<file path="config.mk">
export PLATFORM = sky130hd
export DESIGN_NAME = axi_read_arbiter
export DESIGN_NICKNAME = d
export VERILOG_FILES = /design/src/rtl/axi_rd_pkg.sv /design/src/rtl/axi_read_arbiter_picker.sv /design/src/rtl/axi_read_arbiter.sv
export SDC_FILE = /design/constraint.sdc
export NUM_CORES = 1
export LEC_CHECK = 0
export ABC_AREA = 0
export ABC_CLOCK_PERIOD_IN_PS = 2000
export CORE_AREA = 2 2 98 100
export CTS_CLUSTER_DIAMETER = 200
export CTS_CLUSTER_SIZE = 16
export DETAILED_ROUTE_END_ITERATION = 7
export DIE_AREA = 0 0 100 102
export DONT_BUFFER_PORTS = 1
export HOLD_SLACK_MARGIN = 0.02
export SLEW_MARGIN = 20
export SYNTH_ARGS = -nofsm -noshare
export SYNTH_HDL_FRONTEND = slang
export SYNTH_SLANG_ARGS = --single-unit
</file>
<file path="constraint.sdc">
create_clock -name clk -period 2 [get_ports clk]
set_input_delay 0.4 -clock clk [delete_from_list [all_inputs] [get_ports clk]]
set_output_delay 0.4 -clock clk [all_outputs]
set_load 0.005 [all_outputs]
</file>
<file path="src/rtl/axi_rd_pkg.sv">
// Shared types and constants for the AXI read-port arbiter.
package axi_rd_pkg;

  localparam int unsigned AXI_LEN_W      = 8;
  localparam logic [1:0]  AXI_BURST_INCR = 2'd1;

  typedef enum logic [1:0] {
    IDLE = 2'd0,
    ADDR = 2'd1,
    DATA = 2'd2
  } arb_state_t;

endpackage

</file>
<file path="src/rtl/axi_read_arbiter_picker.sv">
// Winner selection: port 0 has strict priority, ports 1..NUM_PORTS-1 rotate
// starting after rr_last.
//   req         : per-port request vector
//   rr_last     : last round-robin port granted (1..NUM_PORTS-1)
//   win_idx_c   : winning port index (valid only with win_valid_c)
//   win_valid_c : at least one request present
module rr_priority_picker #(
  parameter int unsigned NUM_PORTS = 3,
  parameter int unsigned IDX_W     = $clog2(NUM_PORTS)
) (
  input  logic [NUM_PORTS-1:0] req,
  input  logic [IDX_W-1:0]     rr_last,
  output logic [IDX_W-1:0]     win_idx_c,
  output logic                 win_valid_c
);

  logic [IDX_W-1:0] cand;

  always_comb begin
    win_idx_c   = '0;
    win_valid_c = 1'b0;
    cand        = '0;
    if (req[0]) begin
      win_valid_c = 1'b1;
    end else begin
      // Walk the rotation 1..NUM_PORTS-1 beginning just after rr_last.
      for (int unsigned k = 1; k < NUM_PORTS; k++) begin
        cand = IDX_W'(((32'(rr_last) + k - 1) % (NUM_PORTS - 1)) + 1);
        if (!win_valid_c && req[cand]) begin
          win_idx_c   = cand;
          win_valid_c = 1'b1;
        end
      end
    end
  end

endmodule

</file>
<file path="src/rtl/axi_read_arbiter.sv">
// Shares one AXI4 read port (AR + R, no IDs) between NUM_PORTS masters.
// Port 0 has strict priority, the rest are round-robin; one burst in flight,
// grant held from AR acceptance until the R beat with last. Each burst's
// beat count is checked against its requested length.
//   clk, reset          : clock, synchronous active-high reset
//   s_ar_* / s_r_*      : upstream per-port AR and R channels
//   m_ar_* / m_r_*      : downstream shared AR and R channels
//   grant               : current owning port (registered)
//   busy                : burst in ADDR or DATA (registered)
//   len_err             : one-cycle pulse on burst length mismatch (registered)
module axi_read_arbiter
  import axi_rd_pkg::*;
#(
  parameter int unsigned NUM_PORTS = 3,
  parameter int unsigned ADDR_W    = 32,
  parameter int unsigned DATA_W    = 32
) (
  input  logic                           clk,
  input  logic                           reset,
  input  logic [NUM_PORTS-1:0]           s_ar_valid,
  output logic [NUM_PORTS-1:0]           s_ar_ready,
  input  logic [NUM_PORTS*ADDR_W-1:0]    s_ar_addr,
  input  logic [NUM_PORTS*8-1:0]         s_ar_len,
  input  logic [NUM_PORTS*2-1:0]         s_ar_burst,
  output logic [NUM_PORTS-1:0]           s_r_valid,
  input  logic [NUM_PORTS-1:0]           s_r_ready,
  output logic [DATA_W-1:0]              s_r_data,
  output logic                           s_r_last,
  output logic                           m_ar_valid,
  input  logic                           m_ar_ready,
  output logic [ADDR_W-1:0]              m_ar_addr,
  output logic [7:0]                     m_ar_len,
  output logic [1:0]                     m_ar_burst,
  input  logic                           m_r_valid,
  output logic                           m_r_ready,
  input  logic [DATA_W-1:0]              m_r_data,
  input  logic                           m_r_last,
  output logic [$clog2(NUM_PORTS)-1:0]   grant,
  output logic                           busy,
  output logic                           len_err
);

  localparam int unsigned IDX_W = $clog2(NUM_PORTS);

  arb_state_t           state, state_nxt;
  logic [IDX_W-1:0]     grant_nxt, rr_last, rr_last_nxt;
  logic [AXI_LEN_W-1:0] exp_len, exp_len_nxt, beat_cnt, beat_cnt_nxt;
  logic                 busy_nxt, len_err_nxt;
  logic [IDX_W-1:0]     win_idx_c;
  logic                 win_valid_c;

  rr_priority_picker #(
    .NUM_PORTS (NUM_PORTS),
    .IDX_W     (IDX_W)
  ) u_picker (
    .req         (s_ar_valid),
    .rr_last     (rr_last),
    .win_idx_c   (win_idx_c),
    .win_valid_c (win_valid_c)
  );

  // State and bookkeeping registers.
  always_ff @(posedge clk) begin
    if (reset) begin
      state    <= IDLE;
      grant    <= '0;
      rr_last  <= IDX_W'(NUM_PORTS - 1);
      exp_len  <= '0;
      beat_cnt <= '0;
      busy     <= 1'b0;
      len_err  <= 1'b0;
    end else begin
      state    <= state_nxt;
      grant    <= grant_nxt;
      rr_last  <= rr_last_nxt;
      exp_len  <= exp_len_nxt;
      beat_cnt <= beat_cnt_nxt;
      busy     <= busy_nxt;
      len_err  <= len_err_nxt;
    end
  end

  // Next-state logic and channel routing.
  always_comb begin
    state_nxt    = state;
    grant_nxt    = grant;
    rr_last_nxt  = rr_last;
    exp_len_nxt  = exp_len;
    beat_cnt_nxt = beat_cnt;
    len_err_nxt  = 1'b0;
    s_ar_ready   = '0;
    m_ar_valid   = 1'b0;
    m_ar_addr    = '0;
    m_ar_len     = '0;
    m_ar_burst   = '0;
    s_r_valid    = '0;
    m_r_ready    = 1'b0;
    s_r_data     = '0;
    s_r_last     = 1'b0;

    case (state)
      IDLE: begin
        if (win_valid_c) begin
          grant_nxt   = win_idx_c;
          exp_len_nxt = s_ar_len[32'(win_idx_c)*AXI_LEN_W +: AXI_LEN_W];
          // Port 0 sits outside the rotation and leaves it untouched.
          if (win_idx_c != '0) rr_last_nxt = win_idx_c;
          state_nxt   = ADDR;
        end
      end

      ADDR: begin
        m_ar_valid        = s_ar_valid[grant];
        m_ar_addr         = s_ar_addr[32'(grant)*ADDR_W +: ADDR_W];
        m_ar_len          = s_ar_len[32'(grant)*AXI_LEN_W +: AXI_LEN_W];
        m_ar_burst        = s_ar_burst[32'(grant)*2 +: 2];
        s_ar_ready[grant] = m_ar_ready;
        if (m_ar_valid && m_ar_ready) begin
          beat_cnt_nxt = '0;
          state_nxt    = DATA;
        end
      end

      DATA: begin
        s_r_valid[grant] = m_r_valid;
        m_r_ready        = s_r_ready[grant];
        s_r_data         = m_r_data;
        s_r_last         = m_r_last;
        if (m_r_valid && m_r_ready) begin
          // beat_cnt is the zero-based index of the beat being accepted.
          if (beat_cnt != '1) beat_cnt_nxt = beat_cnt + AXI_LEN_W'(1);
          if (m_r_last) begin
            len_err_nxt = (beat_cnt != exp_len);
            state_nxt   = IDLE;
          end else if (beat_cnt == exp_len) begin
            // Burst overran its length; keep routing until last arrives.
            len_err_nxt = 1'b1;
          end
        end
      end

      default: state_nxt = IDLE;
    endcase

    busy_nxt = (state_nxt != IDLE);
  end

endmodule
</file>
==> results.yml, run 1 <==
yosys:
  syn_nets: 572
  yosysWarnings: 0
  synthesis.area_um2: 2694
  ys_async_sr_fraction_pct: 0
  avgSynthCellArea_um2: 6.701
  ys_seq_area_share_pct: 17.09
  synth.largest_area_cell: "dfxtp_1"
  netlist_top_cells_area: "dfxtp_1 (17%), mux2i_1 (17%), nor2_1 (13%)"
  ys.flop_type: "dfxtp_1"
  ys_types: 44
  synth_edf_count: 0
  synth_top_area_share_pct: 17.09
  synth_seq_cells: 23
  synth_cells: 402
layout:
  layout.nets: 552
  mostFrequentLayoutCells: "nor2_1 (92), mux2i_1 (46), a21oi_1 (46)"
  layout.cells.non_filler: 492
  fillers: 977
  syn_to_final_growth_pct: 7.710
  layout_commonest_cell: "nor2_1"
  antennaDiodeCount: 0
  multiInputGateArea_um2: 2081
  drive_above_1_share_pct: 6.824
  seq_area_um2: 465.4
timing:
  setup_viol: 0
  worst_pin_slew_ns: 0.4751
  skew_ns: 0.003266
  grt_setup_unrepaired: "false"
  max_slew_margin_pct: 68.33
  setup_slack_ns: 0.07131
  hold_viol: 0
  report.final.slew_viol_count: 0
  finalCritPeriodShare_pct: 96.43
  setup_tns_ns: 0
  fmaxAchievable_ghz: 0.5185
  period_minus_slack_ns: 1.929
worst_setup_path:
  critPathBufInv: 1
  critical_path_class: "reg2out"
  cp.arrival_ns: 1.53
  crit_path_end_kind: "primary output"
  cp_data_required_time_ns: 1.60
  critPathLaunchType: "flop"
  cpLargestDelayFamily: "simple AND/OR/NAND/NOR gates"
  crit_cells: 4
  path_cells: "nor2b_4 > buf_12 > a21oi_1 > nor2_1"
  reg2regPathDepth: 5
  cp_max_fo: 33
  crit_slowest_cell: "dfxtp_4"
  max_stage_delay_ns: 0.40
floorplanning:
  core_um2: 9109
  initial_core_util_pct: 29.57
  fp.dieW_um: 100
  dieArea_um2: 10200
  die_h_um: 102
  rows: 35
  io_pins: 256
placed_design:
  dpl.hpwl_um: 7778
  port_buffers: 0
  gp_congestion: 0.9250
  place_ws_ns: 0.2793
  placed_cells: 487
drt:
  dr.pass1.iters: 4
  drt_iter0_markers: 94
  vias: 2904
  drc: 0
  wl_um: 9805
  vias_per_cell: 5.902
  wl_per_cell_um: 19.93
  drtAntennaViolNets: 0
clock_tree:
  clock_latency_ns: 0.27
  cts_sinks: 23
  clkTransAtPathRegs_ns: 0.09
  cts_tree: "done"
  cts_setup_buffers: 0
  clockRootBuffer: "clkbuf_8"
  cts_buffer_depth: 2
  htreeDepth: 1
  cts_buffers: 3
pwr:
  swShare_pct: 37.06
  p_int_mw: 0.8406
  p_total_mw: 1.336
  power_frac_seq_pct: 38.6
  p_per_area_nw_per_um2: 460.3
  switching_power_mw: 0.4950
  p_comb_share_pct: 38.3
  p_clk_share_pct: 23.1
  p_leak_nw: 0.9975
  peakVddDrop_mv: 0.2274
flow_run:
  drv_cap: 0
grt:
  grtUsageTotal_pct: 16.53
  grt_start_max_net_pins: 45
  grt_pass1_vias: 2572
  grt_overflow: 0
  grt_pass1_wl_um: 13400
  antenna_found_initial: 0
min_path:
  holdPathStages: 1
  hold_path.class: "in2reg"
status:
  status: "finished, final reports clean"
-- what timing repair did --
| item | 4_1_cts | 5_1_grt |
|---|---|---|
| hold endpoints to repair | 0 | 0 |
| endpoints found under the setup margin | 0 | 61 |
| gates resized for setup | 0 | 4 |
| hold buffers | 0 | 0 |
-- path summary, 6_finish.rpt --
check	startpoint	end	slack, ns
max	grant[0]	m_ar_len[3]	0.07
min	reset	grant[0]	0.19
max reg2reg	grant[1]	beat_cnt[7]	0.29
min reg2reg	exp_len[1]	exp_len[1]	0.51
-- synth_stat cells, types with 2 or more instances --
cell      instances
nor2_1           92
a21oi_1          46
mux2i_1          46
and2_1           34
dfxtp_1          23
clkbuf_1         21
a211oi_1         11
and3_1           11
nor3_1           11
nand3b_1         10
buf_2             8
nand2_1           8
o21ai_0           8
o31ai_1           8
xnor2_1           8
nand2b_1          6
a31oi_1           5
buf_1             5
nor2b_1           5
inv_1             4
nand4_1           3
a311oi_1          2
clkbuf_2          2
nand3_1           2
o21a_1            2
or2_2             2
or3_1             2
-- through the flow --
stage | hold WS, ns | instance area, um^2 | util, %
6_report | 0.1851 | 2902 | 31.85
5_1_grt | 0.1833 | 2902 | 31.85
4_1_cts | 0.1808 | 2861 | 31.41
3_5_place_dp | 0.4703 | 2813 | 30.88
3_3_place_gp | 0.4698 | 2813 | 30.88
2_1_floorplan | 0.4673 | 2694 | -
-- cells by family after synthesis --
group / count (synthesis) / synth area share, %
DFF: 23 / 17.09
and+or+nand+nor: 192 / 35.44
adders and majority gates: 1 / 0.4644
AOI/OAI and AO/OA: 91 / 20.99
xor gates and xnor gates: 8 / 2.601
buffers and inverters: 41 / 6.317
muxes: 46 / 17.09
-- area by class of cell --
cell class	instances	area share, %
multi-input cells	338	71.71
clock inverters	1	0.2587
flip-flops and latches	23	16.04
repair buffers	12	5.261
clock buffers	3	1.423
well taps	111	4.787
inverters	4	0.5175
-- sequential cells by signal (all words and copies together) (netlist names) --
signal    count
grant         2
len_err       1
busy          1
exp_len       8
rr_last       1
state         2
beat_cnt      8
-- layer usage --
metal / track usage [%] / part of all wire (%) / vias to the layer above / routed length, um
met5: 0 / 0 / - / 0
met4: 3.161 / 1.1 / 0 / 105
met3: 2.052 / 7.2 / 15 / 706
met2: 33.47 / 55 / 200 / 5390
met1: 18.47 / 37 / 1324 / 3602
li1: - / - / 1365 / -
-- power groups by stage --
stage	Clock, mW	Sequential, mW	Combinational, mW
after floorplan	0	0.514	0.410
after global placement	0	0.524	0.499
after detailed placement	0	0.525	0.503
after CTS	0.312	0.514	0.505
after global routing	0.329	0.519	0.565
final	0.309	0.515	0.512
Power figures use the tool's default switching activity.
==> run 2: changes to the inputs <==
Settings changed: ABC_AREA 0 to unset, SLEW_MARGIN 20 to unset.
==> results of run 2 <==
The final DEF is identical to that of run 1; final timing and power are the same.
==> run 3: changes to the inputs <==
Settings changed: DONT_BUFFER_PORTS 1 to unset, PLACE_DENSITY set to 0.79.
==> results.yml, run 3 (synthesis results as in run 1) <==
grt:
  grtUsageTotal_pct: 24.50
  grt_pass1_vias: 4202
  antenna_found_initial: 0
  grt_overflow: 0
  grt_start_max_net_pins: 28
  grt_pass1_wl_um: 19990
worst_setup_path:
  cp.arrival_ns: 1.67
  reg2regPathDepth: 8
  critical_path_class: "reg2out"
  critPathLaunchType: "flop"
  crit_path_end_kind: "primary output"
  r2r-end: "beat_cnt[7]"
  crit_slowest_cell: "dfxtp_4"
  max_stage_delay_ns: 0.38
  cp_max_fo: 5
  r2r_start: "grant[0]"
  path_cells: "buf_6 > buf_6 > buf_16 > buf_4 > mux2i_1 > nor2_1 > a21oi_2 > nor2_1 > buf_2"
  critPathLaunch: "grant[0]"
  critPathCapture: "m_ar_addr[25]"
  cp_data_required_time_ns: 1.60
  regToRegSetupSlack_ns: 0.02
pwr:
  switching_power_mw: 0.6363
  p_int_mw: 1.336
  p_per_area_nw_per_um2: 328.2
  swShare_pct: 32.27
  peakVddDrop_mv: 0.2262
  power_frac_seq_pct: 25.9
  p_clk_share_pct: 14.9
  p_comb_share_pct: 59.1
  p_leak_nw: 2.603
status:
  status: "finished with violations"
  violations: "setup timing"
placed_design:
  gp_congestion: 0.8780
  placed_area_um2: 5623
  port_buffers: 255
  dpl.hpwl_um: 10280
drt:
  wl_per_cell_um: 16.69
  dr.pass1.iters: 4
  wl_um: 13560
  drtAntennaViolNets: 0
  drt_iter0_markers: 173
  drc: 0
  vias: 4140
  vias_per_cell: 5.099
timing:
  worst_pin_slew_ns: 0.3503
  grt_setup_unrepaired: "true"
  max_slew_margin_pct: 76.57
  period_minus_slack_ns: 2.066
  skew_ns: 0.001916
  finalCritPeriodShare_pct: 103.3
  hold_viol: 0
  setup_viol: 7
  report.final.slew_viol_count: 0
  fmaxAchievable_ghz: 0.4839
  hold_ws_ns: 0.5101
  setup_slack_ns: -0.06646
layout:
  mostFrequentLayoutCells: "clkdlybuf4s50_1 (172), nor2_1 (91), buf_4 (49)"
  layout_commonest_cell: "clkdlybuf4s50_1"
  fillers: 758
  layout.nets: 872
  final_cell_area_um2: 6008
  syn_to_final_growth_pct: 123.0
  antennaDiodeCount: 0
  top_regs: "beat_cnt: 8 flops, exp_len: 8 flops"
  drive_above_1_share_pct: 21.83
floorplanning:
  io_pins: 256
  dieArea_um2: 10200
  fp.dieW_um: 100
  rows: 35
  core_um2: 9109
  die_h_um: 102
  initial_core_util_pct: 29.57
clock_tree:
  cts_tree: "done"
  clockRootBuffer: "clkbuf_8"
  htreeDepth: 1
  cts_buffers: 3
  cts_buffer_depth: 2
  clock_latency_ns: 0.27
  clkTransAtPathRegs_ns: 0.08
  cts_sinks: 23
flow_run:
  drv_cap: 0
min_path:
  min-delay-start: "exp_len[5]"
  hold_path.class: "reg2reg"
## run 3: cell count changes in the layout (fill, tap and decap cells not counted), sizes merged
cell / before / now
clkdlybuf4s50: 0 / 172
clkinv: 0 / 1
dlygate4sd2: 0 / 34
clkbuf: 4 / 18
clkinvlp: 1 / 0
buf: 11 / 106
clkdlybuf4s15: 0 / 5
## run 3: cell type report
| type | count | area, um^2 | area share, % |
|---|---|---|---|
| inverters | 4 | 15.01 | 0.2499 |
| flip-flops and latches | 23 | 470.5 | 7.830 |
| repair buffers | 332 | 3178 | 52.89 |
| clock buffers | 3 | 41.29 | 0.6872 |
| clock inverters | 1 | 5.005 | 0.08330 |
| well taps | 111 | 138.9 | 2.312 |
| multi-input cells | 338 | 2160 | 35.94 |
## run 3: worst min-delay path by stage
stage	end	depth (start not counted)
floorplan	rr_last[0]	2
global placement	rr_last[0]	2
detailed placement	exp_len[1]	2
CTS	exp_len[1]	2
global route	exp_len[5]	2
finish	exp_len[5]	2
## run 3: power groups by stage
stage	logic [mW]	clock network (mW)	registers (mW)
finish	1.17	0.294	0.512
global route	1.26	0.315	0.516
CTS	1.16	0.302	0.511
detailed placement	1.11	0	0.523
global placement	1.09	0	0.522
floorplan	0.410	0	0.514
## run 3: through the flow
stage          cells  utilization, %  total power, mW  worst slack (ns)  setup TNS [ns]
4_1_cts          809           65.85            1.970           -0.1291          -1.037
5_1_grt          812           65.96            2.091           -0.1328          -1.487
6_report         812           65.96            1.972          -0.06646         -0.2350
2_1_floorplan    402               -           0.9245            0.2298               0
3_3_place_gp     773           61.73            1.611           -0.1813          -4.700
3_5_place_dp     773           61.73            1.629           -0.1697          -5.471
## run 3: critical path: cells and delay by family (launching register included)
family / cells / cell delay, ns
buffers and inverters: 5 / 0.63
DFF: 1 / 0.38
muxes: 1 / 0.11
AOI/OAI and AO/OA: 1 / 0.05
and+or+nand+nor: 2 / 0.24
## run 3: metal layers
metal	wire, um	part of all wire, %	track usage (%)
met5	0	0	0
met4	343	2.5	9.905
met3	1211	8.9	5.882
met2	7383	54	49.38
met1	4617	34	23.79
## run 3: what timing repair did
item | in CTS | in global routing
pin swaps | 2 | 12
setup endpoints to repair | 83 | 58
gates cloned | 8 | 0
buffers inserted | 24 | 5
resized for setup | 194 | 55
hold buffers | 0 | 0
